[src/rtl/video_mode_ctrl_pkg.sv]
// -----------------------------------------------------------------------------
// video_mode_pkg
// Shared definitions for the video mode switching controller.
//   state_t       : controller FSM states
//   MODE_640X480  : mode select value for the 640x480@60 timing set
//   MODE_800X600  : mode select value for the 800x600@72 timing set
// -----------------------------------------------------------------------------
package video_mode_pkg;

    typedef enum logic [1:0] {
        IDLE       = 2'd0,
        WAIT_FRAME = 2'd1,
        SWITCH     = 2'd2,
        SETTLE     = 2'd3
    } state_t;

    localparam logic MODE_640X480 = 1'b0;
    localparam logic MODE_800X600 = 1'b1;

endpackage

[src/rtl/video_mode_ctrl_debounce.sv]
// -----------------------------------------------------------------------------
// mode_req_debounce
// Brings the raw board switch level into the clock domain and only accepts a
// new level after it has been stable for DEBOUNCE_CYCLES consecutive cycles.
//   clock      in  : system/pixel clock
//   reset      in  : asynchronous, active-high reset
//   mode_req   in  : raw switch level, asynchronous to clock
//   req_stable out : debounced request level
// -----------------------------------------------------------------------------
module mode_req_debounce #(
    parameter int   DEBOUNCE_CYCLES = 1000000,
    parameter int   CNT_W           = 24,
    parameter logic RESET_MODE      = 1'b1
) (
    input  logic clock,
    input  logic reset,
    input  logic mode_req,
    output logic req_stable
);

    localparam logic [CNT_W-1:0] DB_LAST = CNT_W'(DEBOUNCE_CYCLES - 1);

    logic             r_sync1;
    logic             r_sync2;
    logic             r_reqStable;
    logic [CNT_W-1:0] r_cnt;

    // Two-flop synchroniser; the flops reset to the reset mode so that an
    // idle switch at the reset level does not look like a request.
    always_ff @(posedge clock or posedge reset) begin
        if (reset) begin
            r_sync1 <= RESET_MODE;
            r_sync2 <= RESET_MODE;
        end else begin
            r_sync1 <= mode_req;
            r_sync2 <= r_sync1;
        end
    end

    // Count consecutive cycles that the synchronised level disagrees with the
    // accepted level; any agreeing cycle restarts the count, so bounce never
    // accumulates towards acceptance.
    always_ff @(posedge clock or posedge reset) begin
        if (reset) begin
            r_reqStable <= RESET_MODE;
            r_cnt       <= '0;
        end else if (r_sync2 == r_reqStable) begin
            r_cnt <= '0;
        end else if (r_cnt == DB_LAST) begin
            r_reqStable <= r_sync2;
            r_cnt       <= '0;
        end else begin
            r_cnt <= r_cnt + CNT_W'(1);
        end
    end

    assign req_stable = r_reqStable;

endmodule

[src/rtl/video_mode_ctrl.sv]
// -----------------------------------------------------------------------------
// video_mode_ctrl
// Sequences a safe run-time switch between the 640x480@60 and 800x600@72
// timing sets: blank the display, change mode only at a frame boundary, then
// hold blank for SETTLE_FRAMES whole frames before handing the display back.
//   clock        in  : system/pixel clock
//   reset        in  : asynchronous, active-high reset
//   mode_req     in  : raw switch level, asynchronous to clock
//   ypos         in  : current vertical position from the sync multiplexer
//   mode         out : registered mode select to the sync multiplexer
//   blank        out : registered; 1 forces pixel output black
//   busy         out : registered; 1 whenever a switch sequence is in flight
//   mode_changed out : one-cycle pulse in the cycle mode takes its new value
// -----------------------------------------------------------------------------
module video_mode_ctrl
    import video_mode_pkg::*;
#(
    parameter logic RESET_MODE      = MODE_800X600,
    parameter int   DEBOUNCE_CYCLES = 1000000,
    parameter int   FRAME_TIMEOUT   = 2000000,
    parameter int   SETTLE_FRAMES   = 2,
    parameter int   CNT_W           = 24
) (
    input  logic        clock,
    input  logic        reset,
    input  logic        mode_req,
    input  logic [10:0] ypos,
    output logic        mode,
    output logic        blank,
    output logic        busy,
    output logic        mode_changed
);

    localparam int               FC_W       = $clog2(SETTLE_FRAMES + 1);
    localparam logic [CNT_W-1:0] TO_LAST    = CNT_W'(FRAME_TIMEOUT - 1);
    localparam logic [FC_W-1:0]  FRAME_LAST = FC_W'(SETTLE_FRAMES - 1);

    logic             w_reqStable;
    logic             w_fb;
    logic             w_frameEvent;

    state_t           r_state;
    state_t           w_stateNext;
    logic [CNT_W-1:0] r_cnt;
    logic [CNT_W-1:0] w_cntNext;
    logic [FC_W-1:0]  r_frames;
    logic [FC_W-1:0]  w_framesNext;
    logic             r_target;
    logic             w_targetNext;
    logic             r_mode;
    logic             w_modeNext;
    logic             r_blank;
    logic             w_blankNext;
    logic             r_busy;
    logic             w_busyNext;
    logic             r_changed;
    logic             w_changedNext;
    logic [10:0]      r_yposPrev;

    mode_req_debounce #(
        .DEBOUNCE_CYCLES (DEBOUNCE_CYCLES),
        .CNT_W           (CNT_W),
        .RESET_MODE      (RESET_MODE)
    ) u_debounce (
        .clock      (clock),
        .reset      (reset),
        .mode_req   (mode_req),
        .req_stable (w_reqStable)
    );

    // A frame boundary is ypos wrapping back to zero. A stuck-at-zero ypos
    // never qualifies, which is why the cycle timeout stands in for it.
    always_ff @(posedge clock or posedge reset) begin
        if (reset) begin
            r_yposPrev <= '0;
        end else begin
            r_yposPrev <= ypos;
        end
    end

    assign w_fb         = (r_yposPrev != 11'd0) && (ypos == 11'd0);
    assign w_frameEvent = w_fb || (r_cnt == TO_LAST);

    // Reset lands in SETTLE so the display stays blank for whole frames of
    // the reset timing before anything is shown.
    always_ff @(posedge clock or posedge reset) begin
        if (reset) begin
            r_state   <= SETTLE;
            r_cnt     <= '0;
            r_frames  <= '0;
            r_target  <= RESET_MODE;
            r_mode    <= RESET_MODE;
            r_blank   <= 1'b1;
            r_busy    <= 1'b1;
            r_changed <= 1'b0;
        end else begin
            r_state   <= w_stateNext;
            r_cnt     <= w_cntNext;
            r_frames  <= w_framesNext;
            r_target  <= w_targetNext;
            r_mode    <= w_modeNext;
            r_blank   <= w_blankNext;
            r_busy    <= w_busyNext;
            r_changed <= w_changedNext;
        end
    end

    // Next-state and registered-output logic. The target is latched once on
    // leaving IDLE, so request changes during a sequence are picked up only
    // when IDLE is reached again.
    always_comb begin
        w_stateNext   = r_state;
        w_cntNext     = r_cnt;
        w_framesNext  = r_frames;
        w_targetNext  = r_target;
        w_modeNext    = r_mode;
        w_blankNext   = r_blank;
        w_busyNext    = r_busy;
        w_changedNext = 1'b0;

        case (r_state)
            IDLE: begin
                w_blankNext = 1'b0;
                w_busyNext  = 1'b0;
                w_cntNext   = '0;
                if (w_reqStable != r_mode) begin
                    w_targetNext = w_reqStable;
                    w_blankNext  = 1'b1;
                    w_busyNext   = 1'b1;
                    w_stateNext  = WAIT_FRAME;
                end
            end

            WAIT_FRAME: begin
                if (w_frameEvent) begin
                    w_cntNext   = '0;
                    w_stateNext = SWITCH;
                end else begin
                    w_cntNext = r_cnt + CNT_W'(1);
                end
            end

            SWITCH: begin
                w_modeNext    = r_target;
                w_changedNext = 1'b1;
                w_framesNext  = '0;
                w_cntNext     = '0;
                w_stateNext   = SETTLE;
            end

            SETTLE: begin
                w_blankNext = 1'b1;
                w_busyNext  = 1'b1;
                if (w_frameEvent) begin
                    w_cntNext = '0;
                    if (r_frames == FRAME_LAST) begin
                        w_framesNext = '0;
                        w_blankNext  = 1'b0;
                        w_busyNext   = 1'b0;
                        w_stateNext  = IDLE;
                    end else begin
                        w_framesNext = r_frames + FC_W'(1);
                    end
                end else begin
                    w_cntNext = r_cnt + CNT_W'(1);
                end
            end

            default: begin
                w_stateNext = IDLE;
            end
        endcase
    end

    assign mode         = r_mode;
    assign blank        = r_blank;
    assign busy         = r_busy;
    assign mode_changed = r_changed;

endmodule

[config.mk]
export PLATFORM = sky130hd
export DESIGN_NAME = video_mode_ctrl
export DESIGN_NICKNAME = d
export VERILOG_FILES = /design/src/rtl/video_mode_ctrl_pkg.sv /design/src/rtl/video_mode_ctrl_debounce.sv /design/src/rtl/video_mode_ctrl.sv
export SDC_FILE = /design/constraint.sdc
export NUM_CORES = 1
export LEC_CHECK = 0
export CAP_MARGIN = 20
export CORE_UTILIZATION = 45
export DETAILED_ROUTE_END_ITERATION = 10
export PLACE_DENSITY = 0.6
export SYNTH_ARGS = -nofsm -noshare
export SYNTH_HDL_FRONTEND = slang
export SYNTH_SLANG_ARGS = --single-unit
[constraint.sdc]
create_clock -name clock -period 5.95 [get_ports clock]
set_input_delay 1.19 -clock clock [delete_from_list [all_inputs] [get_ports clock]]
set_output_delay 1.19 -clock clock [all_outputs]
set_load 0.01 [all_outputs]
==> impl_metrics.toml <==
[global_route]
grt.total_usage_pct = 17.6
grt_max_degree = 71
antenna_found_initial = 0
gr-total-overflow = 0
grt_pass1_wl_mm = 10.1
grt_pass1_vias = 2150

[logic_synthesis]
syn_nets = 330
synthCells = 310
yosysTopAreaCellShare_pct = 47.7
ys_ff_latch = 70
synthTopCellsByCount = "62 x dfrtp_1, 58 x nor2_1, 29 x xor2_1, 26 x nand3_1, 18 x xnor2_1"
ys_top_cells_by_area = "dfrtp_1 48%, xor2_1 7.8%, nor2_1 6.7%, dfstp_2 6.5%, xnor2_1 4.9%"
synth.yosys.warnings = 0
async_flop_share_pct = 100
netlist-cell-type-count = 39
synth_edf_count = 0
syn_area_per_cell_um2 = 10.5
yosys_most_used_dff = "dfrtp_1"
syn_area_um2 = 3250
yosysMostFrequentCell = "dfrtp_1"
synth_seq_area_share_pct = 54.2
synth_top_area_cell = "dfrtp_1"

[setup_path]
crit_path_start = "ypos[1]"
critPathCaptureType = "flop"
crit_fanout = 24
r2r_slack_ns = 3.54
required_ns = 6.18
worstPathArrival_ns = 3.26
start_kind = "input pin"
rr_startpoint = "r_cnt[12]"
r2r_end = "r_state[0]"
critPathKind = "input pin to flop"
worst_r2r_path_depth = 5

[timing]
tightest_slew_ns = 0.864
post-route-min-period_ns = 3.03
finalSetupTns_ns = 0
clock_skew_ns = 0.00558
setup_viol = 0
maxSlewHeadroom_pct = 42.4
period_share_pct = 51.0
maxSlewViolCount = 0
fmax_mhz = 330
hold_viol = 0
rsz0062_at_grt = "no"
post-route-worst-setup-slack_ns = 2.92

[floorplan]
core_area_um2 = 6870
floorplan.initialDensity_pct = 47.3
die_h_um = 87.0
io_pins = 18
die_x_um = 87.0
fp-row-count = 30
dieArea_um2 = 7560

[placement]
gp_congestion = 0.763
port_buffers = 17
hpwl_mm = 3.89
dpl_worst_slack_ns = 2.50

[layout]
finalNetCount = 351
drive_gt1_share_pct = 9.25
fillers = 628
insertedDiodeCount = 0
syn_to_final_growth_pct = 12.3

[power_and_ir_drop]
clock_power_share_pct = 32.7
power_frac_comb_pct = 17.8
total_power_mw = 1.07
internal_power_mw = 0.768
irDropWorstVdd_mv = 0.116
swShare_pct = 28.4
p_leak_nw = 1.52
power.switching_mw = 0.305
p_seq_share_pct = 49.5
p_per_area_nw_per_um2 = 294

[clock_tree]
cts_max_level = 3
cts_max_path_buffers = 2
clkLatencyLatePin_ns = 0.34
numCtsBuffers = 9
cts_hold_buf = 0
cts_sinks = 70
cts_root_buf = "clkbuf_8"
tritoncts = "yes"
cts_setup_buffers = 0
cts.clk_slew.worst_paths_ns = 0.07
ctsResizeCount = 0

[drt]
drt-total-wl_mm = 5.78
drc_errors = 0
dr.pass1.iters = 4
ant_nets = 0
drtIter0Drc = 82
vias_per_cell = 5.06
drt-wirelength-per-cell_um = 13.4
via_count = 2183

[run_status]
status = "completed"

[min_path]
min_to = "u_debounce.r_sync2"
min_path_cells = 0
hold_start = "u_debounce.r_sync1"
hold_class = "flop to flop"

[flow_run]
cap_violations = 0
==> layout by cell type (no fill, tap or decap), types with 7 or more instances in the layout <==
master / netlist / routed
nand3_1: 26 / 26
xnor2_1: 18 / 18
nand4_1: 10 / 10
xor2_1: 29 / 29
nand2_1: 15 / 15
inv_1: 12 / 11
dfstp_2: 8 / 8
and3_1: 7 / 7
nor3_1: 11 / 11
dfrtp_1: 62 / 62
clkbuf_8: 0 / 12
clkdlybuf4s50_1: 0 / 17
nor2_1: 58 / 58
==> how the worst max path moves through the flow <==
| stage | endpoint |
|---|---|
| floorplan | mode_changed |
| global placement | r_state[0] |
| detailed placement | r_state[0] |
| CTS | r_state[0] |
| global route | r_state[0] |
| finish | r_state[0] |
==> kinds of logic after synthesis <==
family,Yosys count,share of synthesized area [%]
AOI/OAI and AO/OA,13,2.85
xor gates and xnor gates,47,12.7
adders and majority gates,6,2.31
buffers and inverters,20,3.70
DFF,70,54.2
muxes,2,0.693
and+or+nand+nor,152,23.6
==> metal layers <==
layer / vias to the layer above / global-route usage [%] / share of wire, %
met1: 1072 / 22.5 / 47
met5: - / 0 / 0
li1: 1093 / - / -
met3: 7 / 3.79 / 1.5
met4: 0 / 8.94 / 1.6
met2: 11 / 28.1 / 49
==> area by class of cell <==
cell class	count	area [µm²]	share of cell area (%)
clock buffer	14	173	4.73
clock inverter	1	5.00	0.137
inverter	12	45.0	1.23
multi-input combinational	220	1370	37.5
sequential	70	1760	48.3
tap	96	120	3.29
timing repair buffer	18	178	4.87
==> stage by stage <==
step	instance area (µm²)	cells	utilization, %	hold WS, ns
after floorplan	3250	310	-	0.345
after global placement	3470	416	50.5	0.346
after detailed placement	3470	416	50.5	0.348
after CTS	3650	431	53.1	0.358
after global routing	3650	431	53.1	0.362
final	3650	431	53.1	0.358
==> worst max-delay path, stage by stage <==
cell             delay, ns
clkdlybuf4s50_1       0.43
nor4_1                0.30
nand3_1               0.19
o2bb2ai_2             0.28
or2_1                 0.66
a22oi_1               0.20
==> sequential cells by signal, summed over array words and instances (netlist names) <==
register and flops:
r_cnt 24, u_debounce.r_cnt 24, u_debounce.req_stable 1, mode_changed 1
u_debounce.r_sync1 1, r_target 1, u_debounce.r_sync2 1, r_yposPrev 11
r_frames 2, mode 1, r_state 2, busy 1
==> power groups by stage <==
stage	sequential [mW]	clock [mW]	combinational, mW
floorplan	0.539	0	0.176
global placement	0.540	0	0.192
detailed placement	0.540	0	0.197
CTS	0.531	0.364	0.196
global route	0.535	0.387	0.221
finish	0.531	0.351	0.191
(Power assumes the default switching activity.)
